## src/rtl/memlog_pkg.sv

```systemverilog
// Shared types for the data-memory store logger: the captured entry layout and its width.
// Optional build macro: MEMLOG_TIMESTAMP_EN adds a capture timestamp to every entry.
package memlog_pkg;

  typedef struct packed {
    logic [31:0] addr;
    logic [31:0] data;
    logic [31:0] pc;
`ifdef MEMLOG_TIMESTAMP_EN
    logic [31:0] tstamp;
`endif
  } memlog_entry_t;

  localparam int ENTRY_W = $bits(memlog_entry_t);

endpackage : memlog_pkg

```

## src/rtl/mem_write_logger_if.sv

```systemverilog
// Store-capture and drain signals of the memory write logger, bundled with modports.
// Optional build macro: MEMLOG_TIMESTAMP_EN adds out_time.
interface mem_write_logger_if #(
  parameter int DEPTH = 8,
  parameter int OVF_W = 16
);
  logic                     log_en;
  logic                     MemWrite;
  logic [31:0]              DataAdr;
  logic [31:0]              WriteData;
  logic [31:0]              PCO;
  logic                     out_valid;
  logic                     out_ready;
  logic [31:0]              out_addr;
  logic [31:0]              out_data;
  logic [31:0]              out_pc;
  logic [$clog2(DEPTH):0]   count;
  logic                     full;
  logic                     empty;
  logic [OVF_W-1:0]         ovf_cnt;
`ifdef MEMLOG_TIMESTAMP_EN
  logic [31:0]              out_time;
`endif

  // Processor side and trace sink together form the master.
  modport master (
    output log_en, MemWrite, DataAdr, WriteData, PCO, out_ready,
    input  out_valid, out_addr, out_data, out_pc, count, full, empty, ovf_cnt
`ifdef MEMLOG_TIMESTAMP_EN
    , input out_time
`endif
  );

  modport slave (
    input  log_en, MemWrite, DataAdr, WriteData, PCO, out_ready,
    output out_valid, out_addr, out_data, out_pc, count, full, empty, ovf_cnt
`ifdef MEMLOG_TIMESTAMP_EN
    , output out_time
`endif
  );

endinterface : mem_write_logger_if

```

## src/rtl/memlog_fifo.sv

```systemverilog
// Generic first-word-fall-through synchronous FIFO; full/empty derive from the occupancy count.
module memlog_fifo #(
  parameter  int WIDTH = 96,
  parameter  int DEPTH = 8,
  localparam int AW    = $clog2(DEPTH),
  localparam int CW    = AW + 1
) (
  input  logic             clk,
  input  logic             reset,
  input  logic             push,
  input  logic             pop,
  input  logic [WIDTH-1:0] wdata,
  output logic [WIDTH-1:0] rdata,
  output logic [CW-1:0]    count,
  output logic             full,
  output logic             empty
);

  if (DEPTH < 2 || (DEPTH & (DEPTH - 1)) != 0) begin : g_bad_depth
    $error("memlog_fifo: DEPTH must be a power of two and at least 2");
  end

  logic [AW-1:0]    wptr_q, wptr_d;
  logic [AW-1:0]    rptr_q, rptr_d;
  logic [CW-1:0]    count_q, count_d;
  logic [WIDTH-1:0] mem_q [DEPTH];
  logic             wr_en, rd_en;

  assign full  = (count_q == CW'(DEPTH));
  assign empty = (count_q == '0);
  assign count = count_q;
  assign rdata = mem_q[rptr_q];

  // A pop in the same cycle frees the slot, so a push into a full FIFO still lands.
  assign rd_en = pop & ~empty;
  assign wr_en = push & (~full | rd_en);

  // NOTE: every always_comb output gets a default first so no path can infer a latch.
  always_comb begin
    wptr_d  = wptr_q;
    rptr_d  = rptr_q;
    count_d = count_q;
    if (wr_en) wptr_d = wptr_q + AW'(1);
    if (rd_en) rptr_d = rptr_q + AW'(1);
    unique case ({wr_en, rd_en})
      2'b10:   count_d = count_q + CW'(1);
      2'b01:   count_d = count_q - CW'(1);
      default: count_d = count_q;
    endcase
  end

  // NOTE: state flops use non-blocking assignments; only pointers and count are reset,
  // the storage array is not, since empty-gating at the top hides its contents.
  always_ff @(posedge clk or posedge reset) begin
    if (reset) begin
      wptr_q  <= '0;
      rptr_q  <= '0;
      count_q <= '0;
    end else begin
      wptr_q  <= wptr_d;
      rptr_q  <= rptr_d;
      count_q <= count_d;
    end
  end

  always_ff @(posedge clk) begin
    if (wr_en) mem_q[wptr_q] <= wdata;
  end

endmodule : memlog_fifo

```

## src/rtl/mem_write_logger.sv

```systemverilog
// Captures processor stores into a FWFT FIFO and drains them over valid/ready; counts drops.
// Optional build macro: MEMLOG_TIMESTAMP_EN adds a free-running cycle stamp per entry (out_time).
module mem_write_logger
  import memlog_pkg::*;
#(
  parameter int DEPTH = 8,
  parameter int OVF_W = 16
) (
  input logic              clk,
  input logic              reset,
  mem_write_logger_if.slave lg
);

  localparam int CW = $clog2(DEPTH) + 1;

  logic             push, pop, drop;
  logic             full, empty;
  logic [CW-1:0]    count;
  memlog_entry_t    wr_entry, rd_entry, head;
  logic [OVF_W-1:0] ovf_cnt_q, ovf_cnt_d;
`ifdef MEMLOG_TIMESTAMP_EN
  logic [31:0]      ts_q, ts_d;
`endif

  always_comb begin
    push      = lg.log_en & lg.MemWrite;
    pop       = ~empty & lg.out_ready;
    drop      = push & full & ~pop;
    ovf_cnt_d = ovf_cnt_q;
    if (drop && ovf_cnt_q != '1) ovf_cnt_d = ovf_cnt_q + OVF_W'(1);

    wr_entry      = '0;
    wr_entry.addr = lg.DataAdr;
    wr_entry.data = lg.WriteData;
    wr_entry.pc   = lg.PCO;
`ifdef MEMLOG_TIMESTAMP_EN
    wr_entry.tstamp = ts_q;
    ts_d            = ts_q + 32'd1;
`endif
    // Storage is never reset, so the head is forced to zero whenever nothing is queued.
    head = empty ? '0 : rd_entry;
  end

  always_ff @(posedge clk or posedge reset) begin
    if (reset) begin
      ovf_cnt_q <= '0;
`ifdef MEMLOG_TIMESTAMP_EN
      ts_q      <= '0;
`endif
    end else begin
      ovf_cnt_q <= ovf_cnt_d;
`ifdef MEMLOG_TIMESTAMP_EN
      ts_q      <= ts_d;
`endif
    end
  end

  memlog_fifo #(
    .WIDTH (ENTRY_W),
    .DEPTH (DEPTH)
  ) u_fifo (
    .clk   (clk),
    .reset (reset),
    .push  (push),
    .pop   (pop),
    .wdata (wr_entry),
    .rdata (rd_entry),
    .count (count),
    .full  (full),
    .empty (empty)
  );

  assign lg.out_valid = ~empty;
  assign lg.out_addr  = head.addr;
  assign lg.out_data  = head.data;
  assign lg.out_pc    = head.pc;
  assign lg.count     = count;
  assign lg.full      = full;
  assign lg.empty     = empty;
  assign lg.ovf_cnt   = ovf_cnt_q;
`ifdef MEMLOG_TIMESTAMP_EN
  assign lg.out_time  = head.tstamp;
`endif

endmodule : mem_write_logger

```

## src/flat_wrapper.sv

```systemverilog
// flat-port wrapper written by rule: the top's interface ports become plain ports
module mem_write_logger_flat import memlog_pkg::*;
#(
  parameter int DEPTH = 8,
  parameter int OVF_W = 16
)
  (clk, reset, lg_log_en, lg_MemWrite, lg_DataAdr, lg_WriteData, lg_PCO, lg_out_ready, lg_out_valid, lg_out_addr, lg_out_data, lg_out_pc, lg_count, lg_full, lg_empty, lg_ovf_cnt);
  mem_write_logger_if #(.DEPTH(DEPTH), .OVF_W(OVF_W)) lg_i ();
  input logic clk;
  input logic reset;
  input wire logic [$bits(lg_i.log_en)-1:0] lg_log_en;
  input wire logic [$bits(lg_i.MemWrite)-1:0] lg_MemWrite;
  input wire logic [$bits(lg_i.DataAdr)-1:0] lg_DataAdr;
  input wire logic [$bits(lg_i.WriteData)-1:0] lg_WriteData;
  input wire logic [$bits(lg_i.PCO)-1:0] lg_PCO;
  input wire logic [$bits(lg_i.out_ready)-1:0] lg_out_ready;
  output wire logic [$bits(lg_i.out_valid)-1:0] lg_out_valid;
  output wire logic [$bits(lg_i.out_addr)-1:0] lg_out_addr;
  output wire logic [$bits(lg_i.out_data)-1:0] lg_out_data;
  output wire logic [$bits(lg_i.out_pc)-1:0] lg_out_pc;
  output wire logic [$bits(lg_i.count)-1:0] lg_count;
  output wire logic [$bits(lg_i.full)-1:0] lg_full;
  output wire logic [$bits(lg_i.empty)-1:0] lg_empty;
  output wire logic [$bits(lg_i.ovf_cnt)-1:0] lg_ovf_cnt;
  assign lg_i.log_en = lg_log_en;
  assign lg_i.MemWrite = lg_MemWrite;
  assign lg_i.DataAdr = lg_DataAdr;
  assign lg_i.WriteData = lg_WriteData;
  assign lg_i.PCO = lg_PCO;
  assign lg_i.out_ready = lg_out_ready;
  assign lg_out_valid = lg_i.out_valid;
  assign lg_out_addr = lg_i.out_addr;
  assign lg_out_data = lg_i.out_data;
  assign lg_out_pc = lg_i.out_pc;
  assign lg_count = lg_i.count;
  assign lg_full = lg_i.full;
  assign lg_empty = lg_i.empty;
  assign lg_ovf_cnt = lg_i.ovf_cnt;
  mem_write_logger #(.DEPTH(DEPTH), .OVF_W(OVF_W)) u_core (.clk(clk), .reset(reset), .lg(lg_i));
endmodule
```

## config.mk

```make
export PLATFORM = sky130hd
export DESIGN_NAME = mem_write_logger_flat
export DESIGN_NICKNAME = d
export VERILOG_FILES = /design/src/rtl/memlog_pkg.sv /design/src/rtl/mem_write_logger_if.sv /design/src/rtl/memlog_fifo.sv /design/src/rtl/mem_write_logger.sv /design/src/flat_wrapper.sv
export SDC_FILE = /design/constraint.sdc
export NUM_CORES = 1
export LEC_CHECK = 0
export ABC_AREA = 0
export CORE_MARGIN = 2
export CORE_UTILIZATION = 60
export DETAILED_ROUTE_END_ITERATION = 7
export GPL_TIMING_DRIVEN = 0
export PLACE_DENSITY = 0.93
export SYNTH_ARGS = -nofsm -noshare
export SYNTH_HDL_FRONTEND = slang
export SYNTH_HIERARCHICAL = 1
export SYNTH_SLANG_ARGS = --single-unit
```

## constraint.sdc

```tcl
create_clock -name clk -period 23.3 [get_ports clk]
set_input_delay 4.66 -clock clk [delete_from_list [all_inputs] [get_ports clk]]
set_output_delay 4.66 -clock clk [all_outputs]
set_load 0.01 [all_outputs]
```

==> results.json, run 1 <==
{
  "status": "complete, no violations",
  "hpwlAfterDp_mm": 42.4,
  "r2r_cells": 13,
  "cts_tree": "done",
  "switching_power_mw": 1.29,
  "worstSkewPairLatency_ns": 0.63,
  "tightest_slew_ns": 1.34,
  "die_y_um": 231,
  "setup_viol": 0,
  "drive_gt1_frac": 0.273,
  "detailed_place.area_um2": 34800,
  "ctsResizeCount": 0,
  "drc": 0,
  "power_frac_comb": 0.355,
  "yosysUniqueCellTypes": 47,
  "relSlewSlack": 0.106,
  "cpMostUsedCell": "clkbuf_1",
  "clkPwrFrac": 0.262,
  "numPortBuffers": 219,
  "synthXorXnorAreaFrac": 0.00452,
  "max_freq_mhz": 107,
  "synth_top_area_share": 0.744,
  "routed_via_density": 6.24,
  "maxCapViolations": 0,
  "whs_endpoint": "u_core/lg.ovf_cnt[3]$_DFFE_PP0P_",
  "p_seq_frac": 0.382,
  "r2r_slack_ns": 18.91,
  "start_util": 0.605,
  "peakVddDrop_mv": 0.0897,
  "critPathArrivalTime_ns": 4.67,
  "antenna_left": 0,
  "synth-compound-area-share": 0.00375,
  "avgSynthCellArea_um2": 22.7,
  "finalCritPeriodShare": 0.401,
  "regToRegStartpoint": "u_core/u_fifo/count[0]$_DFFE_PP0P_",
  "fin_area_um2": 37200,
  "yosys_warnings": 6,
  "drtIter0Drc": 1661,
  "async_flop_share": 0.0327,
  "hold_path_class": "reg -> reg",
  "cts_hold_buf": 0,
  "yosys_register_bits": 794,
  "r2r_end": "u_core/u_fifo/count[3]$_DFFE_PP0P_",
  "nFillCells": 2771,
  "seq_area_um2": 23700,
  "rsz0062_at_grt": "no",
  "syn-instance-count": 1367,
  "synthMuxAreaShare": 0.177,
  "grt_use_total": 0.262,
  "grt-ovfl-total": 0,
  "grt_pass1_wl_mm": 101,
  "grt_max_degree": 27,
  "cts_sinks": 794,
  "ys.flop_type": "edfxtp_1",
  "p_int_mw": 3.17,
  "fin_cells": 2455,
  "worst-path-buf-inv": 4,
  "critPathMaxFanout": 10,
  "cp.required_ns": 18.64,
  "min-delay-start": "u_core/lg.ovf_cnt[3]$_DFFE_PP0P_",
  "swShare": 0.289,
  "multi_input_area_um2": 6900,
  "holdPathStages": 1,
  "fin_tns_setup_ns": 0,
  "first_global_vias": 16115,
  "yosysTopAreaCell": "edfxtp_1",
  "slowest_stage": "nor2_1",
  "synthAdderAreaFrac": 0.00266,
  "leakagePower_nw": 12.1,
  "drv_slew": 0,
  "place_congestion": 0.779,
  "end_kind": "primary output",
  "syn_to_final_growth_pct": 20.0,
  "synth-simple-area-share": 0.0325,
  "cp-start-kind": "register",
  "antenna_found_initial": 10,
  "timing.final.ws_setup_ns": 13.97,
  "io_pins": 220,
  "synth_area_leaders": "edfxtp_1 (74%), mux4_2 (14%), mux2_2 (3.6%)",
  "clockRootBuffer": "clkbuf_16",
  "synth_area_um2": 31000,
  "pwr_density_cell_nw_per_um2": 120,
  "htree_levels": 3,
  "finalHoldViolCount": 0,
  "drt_pre_antenna_iters": 5,
  "synth_top_family_by_area": "multiplexers",
  "clkTransAtPathRegs_ns": 0.06,
  "synthesis.nets": 1474,
  "skew_ns": 0.0145,
  "vias": 15314,
  "path_cells": "or3_1 -> clkbuf_1 -> nor2_1 -> clkbuf_1 -> clkbuf_1 -> nor2b_1 -> clkdlybuf4s50_1",
  "row_count": 83,
  "dp_cells": 2310,
  "max_stage_delay_ns": 1.05,
  "postCtsSetupBuffers": 0,
  "synth_edf_count": 768,
  "fin_crit_ns": 9.33,
  "dp_worst_setup_slack_ns": 14.61,
  "routedWlPerCell_um": 28.2,
  "total_power_mw": 4.45,
  "clockBufferDepth": 3,
  "synth_seq_area_share": 0.765,
  "cts_made_buffers": 78,
  "cpLargestDelayFamily": "buffers and inverters",
  "fin_nets": 1817,
  "routed_wl_mm": 69.1,
  "core-area_um2": 51200,
  "die_w_um": 231,
  "path_class": "reg -> out",
  "die_area_um2": 53500
}
## cell usage after synthesis, types with 3 or more instances
cell,number
and3_1,4
buf_1,8
buf_2,6
buf_6,19
clkbuf_1,33
dfrtp_1,26
edfxtp_1,768
ha_1,5
inv_1,9
mux2_2,100
mux4_2,192
nand2_1,11
nand2b_1,5
nand3_1,8
nand4_1,3
nor2_1,11
nor2b_1,97
nor3_1,5
nor4_1,4
or3_1,3
xnor2_1,7
xor2_1,9
## registers in the layout (all words and copies together), names as in the netlist
register,flops
u_core/lg.ovf_cnt,16
u_core/u_fifo/count,4
u_core/u_fifo/mem_q,768
u_core/u_fifo/rptr_q,3
u_core/u_fifo/wptr_q,3
## final cells by class
class | instances | area share
diodes | 5 | 0.000336
plain buffers | 67 | 0.0109
clock buffers | 94 | 0.0546
clock inverters | 46 | 0.00905
inverters | 9 | 0.000908
multi-input cells | 497 | 0.185
flip-flops and latches | 794 | 0.637
well taps | 680 | 0.0229
repair buffers | 263 | 0.0786
## power by group through the flow
stage / Sequential, mW / Combinational (mW) / Clock, mW
after global routing: 1.71 / 1.67 / 1.23
after detailed placement: 1.73 / 1.58 / 0
final: 1.70 / 1.58 / 1.17
after floorplan: 1.74 / 0.928 / 0
after global placement: 1.75 / 1.50 / 0
after CTS: 1.70 / 1.60 / 1.19
## cells in the final DEF (no fill, tap or decap), types with 3 or more instances in the layout
| cell | count |
|---|---|
| clkinv_2 | 11 |
| and3_1 | 4 |
| buf_6 | 35 |
| clkdlybuf4s50_1 | 219 |
| nand3_1 | 8 |
| xor2_1 | 9 |
| mux4_2 | 192 |
| nand2b_1 | 5 |
| inv_1 | 9 |
| clkbuf_16 | 79 |
| diode_2 | 5 |
| nor2_4 | 6 |
| nor2b_1 | 97 |
| buf_8 | 6 |
| clkbuf_1 | 48 |
| nor4_1 | 4 |
| mux2_2 | 100 |
| nand2_1 | 11 |
| buf_1 | 8 |
| nand4_1 | 3 |
| clkinv_1 | 23 |
| xnor2_1 | 7 |
| edfxtp_1 | 768 |
| or3_1 | 3 |
| nor3_1 | 3 |
| dfrtp_1 | 26 |
| buf_2 | 6 |
| buf_16 | 3 |
| nor2_1 | 5 |
| buf_12 | 19 |
| clkinvlp_4 | 3 |
| ha_1 | 5 |
## cells by family after synthesis
logic type | after synthesis
adder cells (fa/ha/maj) | 6
AND/OR/NAND/NOR | 163
buffers and inverters | 76
XOR/XNOR | 16
multiplexers | 296
flip-flops | 794
AO/OA/AOI/OAI | 16
## metrics by stage
step | hold slack, ns | util
2_1_floorplan | 0.487 | -
3_3_place_gp | 0.507 | 0.665
3_5_place_dp | 0.514 | 0.680
4_1_cts | 0.522 | 0.726
5_1_grt | 0.558 | 0.727
6_report | 0.524 | 0.727
## metal layers
metal / global-route usage / part of all wire / vias to the layer above
met5: 0 / 0.0013 / -
met2: 0.434 / 0.51 / 734
met3: 0.0566 / 0.079 / 140
met1: 0.350 / 0.38 / 8060
li1: - / - / 6368
met4: 0.0931 / 0.028 / 12
## worst max path at each step
stage | from | end | slack [ns] | cells after the start
after floorplan | lg_log_en | u_core/u_fifo/mem_q[0][0]$_DFFE_PP_ | 10.73 | 5
after global placement | lg_MemWrite | u_core/u_fifo/mem_q[0][65]$_DFFE_PP_ | 3.94 | 6
after detailed placement | u_core/u_fifo/count[0]$_DFFE_PP0P_ | lg_out_addr[13] | 14.61 | 7
after CTS | u_core/u_fifo/count[0]$_DFFE_PP0P_ | lg_out_addr[13] | 13.95 | 7
after global routing | u_core/u_fifo/count[0]$_DFFE_PP0P_ | lg_out_addr[13] | 13.77 | 7
final | u_core/u_fifo/count[0]$_DFFE_PP0P_ | lg_out_addr[13] | 13.97 | 7
(Power assumes the default switching activity.)
==> inputs of run 2 (changes only) <==
--- a/config.mk
+++ b/config.mk
@@ -7,10 +7,10 @@
 export LEC_CHECK = 0
 export ABC_AREA = 0
 export CORE_MARGIN = 2
-export CORE_UTILIZATION = 60
+export CORE_UTILIZATION = 58
 export DETAILED_ROUTE_END_ITERATION = 7
 export GPL_TIMING_DRIVEN = 0
-export PLACE_DENSITY = 0.93
+export PLACE_DENSITY = 0.91
 export SYNTH_ARGS = -nofsm -noshare
 export SYNTH_HDL_FRONTEND = slang
 export SYNTH_HIERARCHICAL = 1
==> constraint.sdc (replaced) <==
create_clock -name clk -period 8.9 [get_ports clk]
set_input_delay 1.78 -clock clk [delete_from_list [all_inputs] [get_ports clk]]
set_output_delay 1.78 -clock clk [all_outputs]
set_load 0.01 [all_outputs]
==> results.json, run 2 (same netlist as run 1, synthesis figures left out) <==
{
  "largest_register": "u_core/u_fifo/mem_q",
  "status": "complete, no violations",
  "multi_input_area_um2": 6910,
  "slowest_stage": "nor2_2",
  "endpoint": "lg_out_addr[13]",
  "grt-ovfl-total": 0,
  "htree_levels": 3,
  "final_cell_mix": "edfxtp_1 (768), clkdlybuf4s50_1 (219), mux4_2 (192)",
  "row_count": 84,
  "drc": 0,
  "fin_area_um2": 37400,
  "fin_nets": 1810,
  "antenna_left": 0,
  "largest_register_ffs": 768,
  "die_w_um": 235,
  "worst-path-buf-inv": 4,
  "io_pins": 220,
  "clkTransAtPathRegs_ns": 0.06,
  "grt_use_total": 0.250,
  "path_class": "reg -> out",
  "cp.required_ns": 7.12,
  "worstSkewPairLatency_ns": 0.61,
  "cts_tree": "done",
  "skew_ns": 0.0148,
  "cpMostUsedCell": "clkbuf_1",
  "cts_hold_buf": 0,
  "start_util": 0.589,
  "drive_gt1_frac": 0.273,
  "cpLargestDelayFamily": "buffers and inverters",
  "grt_pass1_wl_mm": 102,
  "r2r_cells": 12,
  "setup_viol": 0,
  "finalCritPeriodShare": 0.677,
  "timing.final.ws_setup_ns": 2.87,
  "detailed_place.area_um2": 35000,
  "finalHoldViolCount": 0,
  "vias": 15215,
  "critPathArrivalTime_ns": 4.25,
  "core-area_um2": 52700,
  "place_congestion": 0.868,
  "fin_crit_ns": 6.03,
  "regToRegStartpoint": "u_core/u_fifo/count[0]$_DFFE_PP0P_",
  "drv_slew": 0,
  "switching_power_mw": 3.35,
  "crit_path_start": "u_core/u_fifo/count[0]$_DFFE_PP0P_",
  "drt_pre_antenna_iters": 5,
  "critPathMaxFanout": 10,
  "rsz0062_at_grt": "no",
  "end_kind": "primary output",
  "power_frac_comb": 0.353,
  "tightest_slew_ns": 0.929,
  "dp_worst_setup_slack_ns": 3.46,
  "routed_via_density": 6.19,
  "peakVddDrop_mv": 0.238,
  "r2r_end": "u_core/u_fifo/mem_q[5][70]$_DFFE_PP_",
  "antenna_found_initial": 8,
  "ctsResizeCount": 0,
  "clockRootBuffer": "clkbuf_16",
  "clockBufferDepth": 3,
  "p_int_mw": 8.40,
  "final_common_cell": "edfxtp_1",
  "clkPwrFrac": 0.268,
  "swShare": 0.285,
  "cts_sinks": 794,
  "max_stage_delay_ns": 0.76,
  "routedWlPerCell_um": 27.6,
  "fin_util": 0.711,
  "drtIter0Drc": 1365,
  "first_global_vias": 16096,
  "maxCapViolations": 0,
  "hpwlAfterDp_mm": 42.1,
  "syn_to_final_growth_pct": 20.7,
  "max_freq_mhz": 166,
  "pwr_density_cell_nw_per_um2": 314,
  "leakagePower_nw": 12.1,
  "r2r_slack_ns": 4.78,
  "cts_made_buffers": 77,
  "die_y_um": 235,
  "seq_area_um2": 23700,
  "cp-start-kind": "register",
  "crit_cells": 7,
  "relSlewSlack": 0.380,
  "path_cells": "or3_1 -> clkbuf_1 -> nor2_2 -> clkbuf_1 -> clkbuf_1 -> nor2b_1 -> clkdlybuf4s50_1",
  "routed_wl_mm": 67.9,
  "grt_max_degree": 28,
  "nFillCells": 2895,
  "hold_path_class": "reg -> reg",
  "p_seq_frac": 0.379,
  "postCtsSetupBuffers": 0,
  "numPortBuffers": 219,
  "die_area_um2": 55300
}
run 2: cell count changes in the layout (fill, tap and decap cells not counted), moves of 2 or more:
cell and change:
buf_12 -3, buf_16 +14, buf_6 -16, bufinv_16 +3
clkbuf_1 +2, clkinv_1 -4, clkinv_2 +3, clkinvlp_4 -2
diode_2 -3, inv_16 -2, inv_6 +3, nor3_2 -2
nor3_4 +2
run 2: metrics by stage:
stage                TNS, ns  hold slack, ns  instances  power [mW]
floorplan                  0           0.487       1367        6.97
global placement    -1739.16           0.512       2274        8.51
detailed placement         0           0.524       2312        8.66
CTS                        0           0.538       2455        11.8
global route               0           0.572       2456        12.2
finish                     0           0.542       2457        11.7
run 2: worst min path at each step:
stage / cells after the start / start / endpoint / slack (ns)
after floorplan: 2 / u_core/u_fifo/wptr_q[0]$_DFFE_PP0P_ / u_core/u_fifo/wptr_q[0]$_DFFE_PP0P_ / 0.49
after global placement: 2 / u_core/u_fifo/wptr_q[0]$_DFFE_PP0P_ / u_core/u_fifo/wptr_q[0]$_DFFE_PP0P_ / 0.51
after detailed placement: 1 / u_core/lg.ovf_cnt[4]$_DFFE_PP0P_ / u_core/lg.ovf_cnt[4]$_DFFE_PP0P_ / 0.52
after CTS: 1 / u_core/lg.ovf_cnt[3]$_DFFE_PP0P_ / u_core/lg.ovf_cnt[3]$_DFFE_PP0P_ / 0.54
after global routing: 1 / u_core/lg.ovf_cnt[3]$_DFFE_PP0P_ / u_core/lg.ovf_cnt[3]$_DFFE_PP0P_ / 0.57
final: 1 / u_core/lg.ovf_cnt[3]$_DFFE_PP0P_ / u_core/lg.ovf_cnt[3]$_DFFE_PP0P_ / 0.54
run 2: routing by layer:
metal,vias to the layer above,track usage,wire (um)
met2,701,0.417,34400
met4,10,0.0763,1600
met1,8024,0.334,26000
met5,-,0,57
li1,6360,-,-
met3,120,0.0576,5750
run 2: worst register-to-register path, delay by kind of cell, from the launching register on:
kind / cells / cell delay, ns
and+or+nand+nor: 6 / 2.20
buffers and inverters: 5 / 0.96
DFF: 1 / 0.41
AOI/OAI and AO/OA: 1 / 0.25
run 2: area by class of cell:
| cell class | instances | share of cell area |
|---|---|---|
| flip-flops and latches | 794 | 0.634 |
| multi-input cells | 497 | 0.185 |
| repair buffers | 257 | 0.0817 |
| clock buffers | 97 | 0.0552 |
| well taps | 688 | 0.0230 |
| plain buffers | 67 | 0.0108 |
| clock inverters | 46 | 0.00973 |
| inverters | 9 | 0.000903 |
| diodes | 2 | 0.000134 |
run 2: power groups by stage:
| stage | Sequential (mW) | Combinational, mW | Clock, mW |
|---|---|---|---|
| after CTS | 4.46 | 4.19 | 3.20 |
| after floorplan | 4.54 | 2.43 | 0 |
| after global placement | 4.57 | 3.94 | 0 |
| final | 4.46 | 4.15 | 3.14 |
| after global routing | 4.47 | 4.39 | 3.34 |
| after detailed placement | 4.53 | 4.14 | 0 |
